==> src/rtl/pipe_adder.sv <==
// rtl/pipe_adder.sv - skewed-carry pipelined adder with valid/ready handshake
// Optional feature macro: PIPE_ADDER_SUB_EN (adds in_sub, subtract mode)
module pipe_adder #(
  parameter int WIDTH  = 8,
  parameter int STAGES = 2
) (
  input  logic             clk,
  input  logic             reset,
  input  logic [WIDTH-1:0] in_a,
  input  logic [WIDTH-1:0] in_b,
  input  logic             in_c,
`ifdef PIPE_ADDER_SUB_EN
  input  logic             in_sub,
`endif
  input  logic             in_valid,
  output logic             in_ready,
  output logic [WIDTH-1:0] out_s,
  output logic             out_c,
  output logic             out_valid,
  input  logic             out_ready
);

  localparam int CHUNK = WIDTH / STAGES;

  // Subtract request; tied low in the add-only build so the datapath is shared.
  logic sub_in;
`ifdef PIPE_ADDER_SUB_EN
  assign sub_in = in_sub;
`else
  assign sub_in = 1'b0;
`endif

  // Stage registers. a/b keep the operand bits still to be added, s keeps
  // the sum bits already produced, c is the carry into the next chunk.
  logic             v_q   [STAGES];
  logic             c_q   [STAGES];
  logic             sub_q [STAGES];
  logic [WIDTH-1:0] a_q   [STAGES];
  logic [WIDTH-1:0] b_q   [STAGES];
  logic [WIDTH-1:0] s_q   [STAGES];

  // Per-stage inputs (either the ports or the previous stage) and results.
  logic             src_v   [STAGES];
  logic             src_ci  [STAGES];
  logic             src_sub [STAGES];
  logic [WIDTH-1:0] src_a   [STAGES];
  logic [WIDTH-1:0] src_b   [STAGES];
  logic [WIDTH-1:0] src_s   [STAGES];
  logic [CHUNK:0]   part    [STAGES];
  logic [WIDTH-1:0] nxt_s   [STAGES];
  logic             nxt_c   [STAGES];

  // The whole pipe advances together; a full output that is not taken
  // freezes every stage. Depends only on out_ready and registered state.
  assign in_ready = out_ready | ~v_q[STAGES-1];

  // Select each stage's source and add its CHUNK-bit slice plus carry-in.
  always_comb begin
    // Stage 0 takes the ports. Subtraction is a + ~b + 1, so carry-in is
    // forced to 1 and in_c is ignored.
    src_v[0]   = in_valid;
    src_a[0]   = in_a;
    src_b[0]   = in_b;
    src_s[0]   = '0;
    src_sub[0] = sub_in;
    src_ci[0]  = sub_in | in_c;
    for (int k = 1; k < STAGES; k++) begin
      src_v[k]   = v_q[k-1];
      src_a[k]   = a_q[k-1];
      src_b[k]   = b_q[k-1];
      src_s[k]   = s_q[k-1];
      src_sub[k] = sub_q[k-1];
      src_ci[k]  = c_q[k-1];
    end
    for (int k = 0; k < STAGES; k++) begin
      part[k] = {1'b0, src_a[k][k*CHUNK +: CHUNK]}
              + {1'b0, src_b[k][k*CHUNK +: CHUNK] ^ {CHUNK{src_sub[k]}}}
              + (CHUNK+1)'(src_ci[k]);
      nxt_s[k] = src_s[k];
      nxt_s[k][k*CHUNK +: CHUNK] = part[k][CHUNK-1:0];
      nxt_c[k] = part[k][CHUNK];
    end
  end

  // Advance all stages on a free pipe; data only loads behind a valid bit
  // so bubbles leave the previous (already X-free) contents in place.
  always_ff @(posedge clk) begin
    if (reset) begin
      for (int k = 0; k < STAGES; k++) begin
        v_q[k]   <= 1'b0;
        c_q[k]   <= 1'b0;
        sub_q[k] <= 1'b0;
        a_q[k]   <= '0;
        b_q[k]   <= '0;
        s_q[k]   <= '0;
      end
    end else if (in_ready) begin
      for (int k = 0; k < STAGES; k++) begin
        v_q[k] <= src_v[k];
        if (src_v[k]) begin
          c_q[k]   <= nxt_c[k];
          sub_q[k] <= src_sub[k];
          a_q[k]   <= src_a[k];
          b_q[k]   <= src_b[k];
          s_q[k]   <= nxt_s[k];
        end
      end
    end
  end

  assign out_s     = s_q[STAGES-1];
  assign out_c     = c_q[STAGES-1];
  assign out_valid = v_q[STAGES-1];

endmodule

==> config.mk <==
export PLATFORM = sky130hd
export DESIGN_NAME = pipe_adder
export DESIGN_NICKNAME = d
export VERILOG_FILES = /design/src/rtl/pipe_adder.sv
export SDC_FILE = /design/constraint.sdc
export NUM_CORES = 1
export LEC_CHECK = 0
export CAP_MARGIN = 30
export CORE_MARGIN = 2
export CORE_UTILIZATION = 34
export CTS_CLUSTER_DIAMETER = 200
export DETAILED_ROUTE_END_ITERATION = 12
export GPL_ROUTABILITY_DRIVEN = 0
export GPL_TIMING_DRIVEN = 0
export PLACE_DENSITY = 0.63
export SYNTH_ARGS = -nofsm -noshare
export SYNTH_HDL_FRONTEND = slang
export SYNTH_SLANG_ARGS = --single-unit
==> constraint.sdc <==
create_clock -name clk -period 1.8 [get_ports clk]
set_input_delay 0.45 -clock clk [delete_from_list [all_inputs] [get_ports clk]]
set_output_delay 0.45 -clock clk [all_outputs]
set_load 0.005 [all_outputs]
Word-level counts from Yosys, hierarchy flattened
Memories as Yosys holds them, arrays and structs flattened.
Index checks and enable logic that the tools add are counted.

word-level totals
  bits in registers = 0
  RAM bits = 54
  input port bits = 21
  output and inout port bits = 11
  word-level logic and storage cells = 50
  memories kept = 6

memory list
  name   depth  bits a word  rd ports  clocked after Yosys merged registers in  wr ports  line  RTL
  a_q    2      8            1         0                                        2         38    logic [WIDTH-1:0] a_q [STAGES];
  b_q    2      8            1         0                                        2         39    logic [WIDTH-1:0] b_q [STAGES];
  s_q    2      8            2         0                                        2         40    logic [WIDTH-1:0] s_q [STAGES];
  c_q    2      1            2         0                                        2         36    logic c_q [STAGES];
  sub_q  2      1            1         0                                        2         37    logic sub_q [STAGES];
  v_q    2      1            2         0                                        2         35    logic v_q [STAGES];

cells by class
  add/sub/neg operators = 4
  multiplexer cells = 25
  bitwise operators = 15

operators with widths
  cell                  count
  two-way mux 8 bit     6
  two-way mux 1 bit     19
  OR 1 bit              13
  adder 4 x 4 -> 5 bit  2
  adder 5 x 1 -> 5 bit  2
  bitwise XOR 4 bit     1
  NOT 1 bit             1

Longest topological paths before layout
Gate-level depths: netlist of the first run.
An unclocked memory read counts as a cell.

  depth after elaboration = 7
  gate-level depth with buffers = 6
  depth with buffers taken out = 6

Worst setup path after synthesis of the first run
No wires, ideal clock.

  path kind = in2reg
  from = input in_a[0]
  to = memory c_q[0][0] (data pin)
  library setup time = 266 ps
  data arrival time = 1351 ps
  required time = 1534 ps
  setup slack = 183 ps
  stages on the path = 6
  buffers on the path = 0
  cells stage by stage = fa_1 -> inv_1 -> fa_1 -> nor2b_1 -> o21ai_0 -> a21oi_1

RTL lines
  element      line  RTL
  from (decl)  9     input logic [WIDTH-1:0] in_a,
  to (decl)    36

Worst setup path in the final report of the first run
  from = input out_ready
  to = output in_ready

on the way
  longest elaborated chain between the ends = 1

ends and longest elaborated chain
  element      line  RTL
  from (decl)  20    input logic out_ready
  OR 1 bit     55    assign in_ready = out_ready | ~v_q[STAGES-1];
  to (decl)    16    output logic in_ready,

Every way passes these cells.

==> results of run 1 <==
[area by class of cell]
| type | instances | area share |
|---|---|---|
| buffer | 1 | 0.00660 |
| inverter | 9 | 0.0198 |
| multi-input combinational | 56 | 0.290 |
| tap | 48 | 0.0352 |
| timing repair buffer | 31 | 0.184 |
| clock buffer | 3 | 0.0242 |
| sequential | 24 | 0.422 |
| clock inverter | 1 | 0.0176 |
[worst max path at each step]
stage	from	end	slack, ps
detailed placement	in_a[0]	c_q[0][0]	-370
global placement	in_a[0]	c_q[0][0]	-350
floorplan	in_a[0]	c_q[0][0]	180
CTS	in_b[0]	c_q[0][0]	30
finish	out_ready	in_ready	50
global route	out_ready	in_ready	30
[registers in the layout (all words and copies together) (netlist names)]
name / cells
a_q: 4
b_q: 4
c_q: 2
s_q: 12
v_q: 2
[kinds of logic after synthesis]
group,after synthesis,share of synthesized area
AO/OA/AOI/OAI,10,0.0667
adder cells (fa/ha/maj),10,0.123
buffers and inverters,11,0.0448
flip-flops,24,0.573
AND/OR/NAND/NOR,36,0.192
[worst reg2reg max path: stages, from the launching register on]
cell and delay [ps]:
edfxtp_1 410, fa_1 460, inv_1 90, fa_1 180
nor2b_1 50, o21ai_0 160, a21oi_1 90
[metal layers]
layer  part of all wire  vias up
met5                  0        -
met4              0.017        0
met3              0.037        2
met2               0.52       21
met1               0.42      345
li1                   -      383
[through the flow]
stage | setup WS (ps) | power (mW) | hold WS, ps | util | TNS [ps]
after floorplan | 183 | 0.838 | 519 | - | 0
after global placement | -352 | 0.950 | 523 | 0.451 | -4190
after detailed placement | -365 | 0.960 | 522 | 0.451 | -5180
after CTS | 30.8 | 1.42 | 541 | 0.470 | 0
after global routing | 27.8 | 1.47 | 563 | 0.473 | 0
final | 53.3 | 1.41 | 541 | 0.473 | 0
[power breakdown]
part,switching (mW),total (mW),internal (mW)
clock,0.171,0.467,0.297
sequential,0.0187,0.696,0.678
combinational,0.100,0.251,0.151
[repair_timing]
item	CTS	global route
pin swaps	1	4
endpoints found under the setup margin	4	3
gates cloned	0	0
gates resized for setup	7	5
[cell usage in the layout, fill, tap and decap left out, types with 2 or more instances in the layout]
cell,n
and2_4,10
nand2_1,4
a21boi_0,2
nor3_1,3
edfxtp_1,24
clkdlybuf4s50_1,27
nand3_1,2
nor2b_2,2
ha_1,6
nor2b_1,2
nor2_1,2
dlymetal6s2s_1,2
and3b_1,2
and2_1,3
fa_2,2
and3_1,2
a21oi_1,4
inv_1,8
clkbuf_8,3
fa_1,2
==> key figures, run 1 <==
Layout
  • Share of cells above drive strength 1: 0.200
  • Area occupied by multi-input gates: 495 um2
  • # diodes: 0
  • Filler cell count: around 300
  • Cell Count, Final, Fillers Out: 173
  • Area grow syn2layout: 35.7%
  • Layout Nets: 157
  • Design Area, Final: 0.00171 mm2
  • Sequential cell area: 721 um2

Yosys
  • Net count after synthesis: ~120
  • Dominant synthesized flop cell: edfxtp_1
  • Post-synth top area cell: edfxtp_1
  • Unique masters post-synth: 22
  • Top post-synthesis cells by count: edfxtp_1 (24), and2_4 (10), inv_1 (9)
  • FF+latch count, synth: 24
  • Asr flop ratio synth: 0
  • Post-synth EDFFs: 24
  • Cell Area, Synth: roughly 0.0013 mm2
  • Top-area cell type share of the netlist area: 0.573
  • Synth area leaders: edfxtp_1 (57%), and2_4 (7.0%), fa_1 (6.4%)
  • Post-synthesis cell count: a little over 90
  • Post-synthesis sequential area ratio: 0.573
  • Most common cell in the synthesized netlist: edfxtp_1
  • Syn Area/Cell: around 14 um2
  • Ys Warns: 0

Timing
  • Crit share post-route: 0.970
  • Setup violators final: 0
  • Final Skew: around 3.7 ps
  • RSZ-0062 raised after global routing: no
  • Final Max Tran Viols: 0
  • Slew headroom: 0.639
  • Min Tclk post-route: 1750 ps
  • Final Hold Viols: 0
  • Fmax: between 500 and 600 MHz
  • Slew @ Worst Pin: 539 ps

Floorplanning
  • Core footprint: around 0.0036 mm2
  • Initial Util: 0.349
  • Die H: 64.8 um
  • DIE AREA: 0.00420 mm2
  • Site Rows: 22
  • I/O pin count: 32
  • Die width: 64.8 um

Critical path
  • R2R Setup Slk: ~120 ps
  • Startpoint type of the worst setup path: input port
  • Crit path required time: 1350 ps
  • Slowest cell on the critical path: clkdlybuf4s50_1
  • CP Class: input port to output pin
  • Max FO, Critical Path: 8
  • WP data arrival: 1300 ps
  • CP top delay family: buffers and inverters
  • Buf/Inv on CP: 2
  • R2R cell count: 6
  • R2R Path End: c_q[0][1]
  • Crit. path cell count: 3
  • Reg2reg start: c_q[0][0]
  • CP max stage delay: approximately 460 ps
  • Nature of the critical path endpoint: output pin
  • CP Cell Sequence: clkdlybuf4s50_1 -> nand2b_4 -> clkdlybuf4s15_1

Detailed routing
  • Routed via count: about 750
  • DRT Wirelength: 1890 um
  • Drt wl/cell: 10.9 um
  • Via-to-Cell Ratio: 4.34
  • Post-route ant nets: 0
  • DRC viols: 0
  • DR pass1 iterations: 4
  • Number of DRC markers in iteration 0: 18

Job
  • MaxCap Viol Count: 0

Clock tree
  • CTS buffer count: 3
  • Root Driver: clkbuf_8
  • Hold buffers post-CTS: 0
  • CTS Buffer Depth: 2
  • Post CTS Setup Buffer Count: 0
  • TritonCTS Sinks: 24
  • Clock transition at the registers of the reported paths: ~80 ps
  • CTS H-tree lvls: 1
  • TritonCTS clock tree: done
  • Clk_lat worst skew: 260 ps

Hold path
  • Sink of the worst hold path: s_q[0][8]
  • Hold Crit Start: s_q[0][0]
  • Hold crit path type: flop to flop
  • Hold path depth: 1

Global routing
  • Global-route wire length before repair: 3190 um
  • Grt met1 use: 0.109
  • Met3 Resource Use GR: 0.0174
  • Initial antenna violation count: 0
  • Largest net degree at the start of global routing: 15
  • Grt peak-use layer: met2
  • Remaining Overflow, GRT: 0
  • Gr usage total: 0.0992
  • Met2 usage: 0.179
  • Vias in the first global route: 782

Placement
  • DP HPWL: 1510 um
  • Placed Area: roughly 0.0016 mm2
  • Post-Place Cells: 170
  • I/O Buffers: 31

Power
  • Power per cell area: 829 mW/mm2
  • Leakage: a little under 0.7 nW
  • Peak VDD IR: 0.000442 V

Status
  • Status: finished clean
Note: power is estimated with default switching activity, not from simulation.
==> run 2: changes to the inputs <==
- CTS_CLUSTER_DIAMETER: 200 -> 40
==> results of run 2 <==
The final DEF is identical to that of run 1; final timing and power are the same.
==> variant 1, RTL diff (config.mk and constraints of run 2) <==
Add a define of `PIPE_ADDER_SUB_EN`.
--- a/src/rtl/pipe_adder.sv
+++ b/src/rtl/pipe_adder.sv
@@ -1,5 +1,7 @@
 // rtl/pipe_adder.sv - skewed-carry pipelined adder with valid/ready handshake
 // Optional feature macro: PIPE_ADDER_SUB_EN (adds in_sub, subtract mode)
+`define PIPE_ADDER_SUB_EN
+
 module pipe_adder #(
   parameter int WIDTH  = 8,
   parameter int STAGES = 2
Ports: changed (added in_sub); port bits go from 32 to 33. No check against the original RTL was run, so the function may have changed too.
==> variant 1 against run 2 <==
- the run now ends with negative setup slack left
- critical path depth up 4
- sequential cell count is 1 higher
- cell area grew 11%
- sequential share of layout area decreased by 2.5 points
- routed wire length up 4.2%
- combinational power is 56% higher
- worst setup slack got worse by 110 ps
- synthesized area up 8.7%
- clock power fell by 29%
- core utilization is 0.62 points higher
- hold slack is essentially flat
- final cell count up 8.7%
- total power increased by 3.1%
==> variant 1: results (changes against run 2) <==
run_status:
  outcome: "complete, but fails checks"  # was complete, no violations
  violations: "negative setup slack"
power:
  sw_frac_of_total_pct: 24.0  # was 20.5%
  comb-power_uw: 391  # was 251 uW
  pg_clk_uw: 331  # was 467 uW
  p_leak_nw: 0.770  # was 0.690 nW
worst_hold_path:
  worstHoldEndpoint: "s_q[0][9]"  # was s_q[0][8]
  hp-start: "s_q[0][1]"  # was s_q[0][0]
yosys:
  synthXorXnorAreaFrac_pct: 6.41  # was 0%
  synth-seq-area-share_pct: 54.9  # was 57.3%
  synth_fa_ha_area_share_pct: 11.4  # was 12.3%
  synth_edf_count: 25  # was 24
  syn_area_per_cell_um2: 13.9  # was 13.8 um^2
  synth.area.top_cells: "edfxtp_1 (55%), and2_4 (6.4%), fa_1 (5.9%), ha_1 (5.5%), xor2_1 (4.5%)"  # was edfxtp_1 (57%), and2_4 (7.0%), fa_1 (6.4%), ha_1 (6.0%), inv_1 (2.7%)
route:
  wl_met1_um: 807  # was 798 um
  routed-via-count: 802  # was 751
  drt-initial-drc-count: 14  # was 18
  vias_per_cell: 4.27  # was 4.34
  routed-wl-met3_um: 78  # was 69 um
cts:
  cts_resized: 14  # was 7
  postCtsSetupBuffers: 4  # was 0
grt:
  grt_util_met3_pct: 1.50  # was 1.74%
  grtUsageMet2_pct: 18.8  # was 17.9%
  grt_pass1_wl_um: 3240  # was 3190 um
  first_global_vias: 768  # was 782
  grtUsageTotal_pct: 9.92  # about the same
place:
  place_area_um2: 1780  # was 1630 um^2
  hpwl_um: 1510  # about the same
  post-place-ws_ps: -744  # was -365 ps
timing:
  setup_viol: 4  # was 0
  setup_slack_ps: -59.0  # was 53.3 ps
  worst_slew_pin_slew_ps: 541  # was 539 ps
cells_and_area:
  nets: 171  # was 157
  fill_cells: 344  # was 309
  drive_above_1_share_pct: 31.9  # was 20.0%
critical_path:
  rrSetupSlack_ps: -40  # was 120 ps
  r2r_cells: 7  # was 6
  path_max_fanout: 3  # was 8
variant 1: changes by cell type after synthesis, sizes merged, moves of 3 or more:
cell   change
nor2b      -4
inv        -5
xnor2      +3
xor2       +7
nor3       -3
nor2       +3
variant 1: worst max-delay path, stage by stage:
cell and delay (ps):
clkbuf_16 130, or2_4 240, fa_2 350, fa_2 350, a21o_1 190, a21oi_2 130, nor2_1 40
variant 1: layout make-up:
| class | count | area (um^2) | share of cell area, % |
|---|---|---|---|
| Multi-Input combinational cell | 66 | 632 | 33.4 |
| Clock buffer | 3 | 41.3 | 2.18 |
| Clock inverter | 1 | 7.51 | 0.397 |
| Sequential cell | 25 | 751 | 39.7 |
| Timing Repair Buffer | 37 | 345 | 18.3 |
| Inverter | 4 | 15.0 | 0.794 |
| Buffer | 2 | 36.3 | 1.92 |
| Tap cell | 50 | 62.6 | 3.31 |
==> variant 2, RTL diff (settings of run 2) <==
Without the edit above. Make the reset (`reset`) asynchronous in one clocked block.
--- a/src/rtl/pipe_adder.sv
+++ b/src/rtl/pipe_adder.sv
@@ -84,7 +84,7 @@
 
   // Advance all stages on a free pipe; data only loads behind a valid bit
   // so bubbles leave the previous (already X-free) contents in place.
-  always_ff @(posedge clk) begin
+  always_ff @(posedge clk or posedge reset) begin
     if (reset) begin
       for (int k = 0; k < STAGES; k++) begin
         v_q[k]   <= 1'b0;
Formal check against the unedited RTL: differs if reset is asserted again (counterexample within 4 cycles, from zero or initial values and one cycle with reset high); with reset held inactive, the same outputs for 10 cycles.
==> variant 2 against run 2 <==
- sequential cell count did not move
- synthesized area fell by 2.1%
- routed wire length rose by 21%
- cell area fell by 1.7%
- global-route usage rose by 3.0 points
- count of clock-buffer cells in the layout did not move
- worst setup slack improved by 60 ps
- largest cell class unchanged
Power is not compared: it rests on default switching activity, and its combinational part moved more than twofold at a synthesized area within 25%.
==> variant 2: results (changes against run 2) <==
yosys:
  synth_compound_area_share_pct: 10.2  # was 6.67%
  syn_area_per_cell_um2: 12.7  # was 13.8 um^2
  synth-seq-area-share_pct: 48.8  # was 57.3%
  synth_common_cells: "dfrtp_1 (24), o21ai_0 (13), inv_1 (9)"  # was edfxtp_1 (24), and2_4 (10), inv_1 (9)
  syn_nets: 128  # was 122
  synth.area.top_cells: "dfrtp_1 (49%), mux2_2 (7.3%), mux2_4 (7.3%), fa_1 (6.5%), ha_1 (6.1%)"  # was edfxtp_1 (57%), and2_4 (7.0%), fa_1 (6.4%), ha_1 (6.0%), inv_1 (2.7%)
  synth_fa_ha_area_share_pct: 12.6  # was 12.3%
  synthArstFlopShare_pct: 100  # was 0%
  synthXorXnorAreaFrac_pct: 1.42  # was 0%
  muxShareOfSynthArea_pct: 14.6  # was 0%
critical_path:
  cp_data_arrival_time_ps: 1950  # was 1300 ps
  slowest_delay_ps: 430  # was 460 ps
  crit_family: "adder cells"  # was buffers and inverters
cells_and_area:
  drive_above_1_share_pct: 20.7  # was 20.0%
  fill_cells: 326  # was 309
  design_area_um2: 1680  # was 1710 um^2
  fin_cells: 181  # was 173
  largest_reg_flops: 8  # was 12
grt:
  grt_max_degree: 25  # was 15
  first_global_vias: 919  # was 782
  grt_pass1_wl_um: 4070  # was 3190 um
  grtUsageTotal_pct: 12.9  # was 9.92%
place:
  place_area_um2: 1600  # was 1630 um^2
  dp.cells: 174  # was 170
  post-place-ws_ps: -369  # was -365 ps
cts:
  cts.clk_slew.worst_paths_ps: 150  # was 80 ps
  insertion_delay_ps: 330  # was 260 ps
  clockRootBuffer: "clkbuf_4"  # was clkbuf_8
route:
  vias_per_cell: 4.70  # was 4.34
  drt-initial-drc-count: 46  # was 18
  wirelength_um: 2290  # was 1890 um
timing:
  slew-limit-headroom_pct: 40.2  # was 63.9%
  finClkSkew_ps: 19.0  # was 3.75 ps
run_status:
  outcome: "complete, no violations"  # unchanged
## variant 2: cell count changes after synthesis, sizes merged, moves of 11 or more
| cell | run 2 | this run |
|---|---|---|
| dfrtp | 0 | 24 |
| mux2 | 0 | 14 |
| o21ai | 2 | 13 |
| edfxtp | 24 | 0 |
| and2 | 14 | 0 |
## variant 2: final cells by class
class / instances / share of cell area [%]
Multi-Input combinational cell: 61 / 33.7
Clock inverter: 1 / 1.79
Timing Repair Buffer: 34 / 19.9
Tap cell: 46 / 3.43
Clock buffer: 3 / 1.34
Sequential cell: 24 / 35.8
Inverter: 10 / 2.68
Buffer: 2 / 1.34
## variant 2: worst paths after layout
check / start / end / slack, ps / depth (start not counted)
hold reg to reg: out_s[1] / out_s[1] / 530 / 1
setup reg to reg: c_q[1] / out_c / 120 / 6
min in group asynchronous: reset / out_s[2] / 590 / 2
max in group asynchronous: reset / b_q[14] / 640 / 2
setup / recovery: in_a[0] / nxt_s[1] / 110 / 5
hold / removal: out_s[1] / out_s[1] / 530 / 1
## variant 2: worst register-to-register path, stage by stage (launching register included)
cell and delay, ps:
dfrtp_1 440, fa_1 470, inv_1 90, fa_1 210, nor2b_1 60, o21ai_0 200, a21oi_1 90
## variant 2: where the power goes
part | switching [mW] | total, mW | internal [mW]
clock | 0.174 | 0.399 | 0.225
combinational | 0.234 | 0.646 | 0.412
sequential | 0.0871 | 0.781 | 0.694
## variant 2: metal layers
layer	routed length (um)	part of all wire [%]	track usage [%]	vias up
met1	980	43	16.0	410
met3	123	5.4	3.52	5
li1	-	-	-	410
met4	39	1.7	4.79	0
met5	0	0	0	-
met2	1150	50	21.5	26
## variant 2: repair_timing
item                                    CTS  global route
setup buffers                             1             2
endpoints found under the setup margin    1             3
hold endpoints to repair                  0             0
resized for setup                         2             3
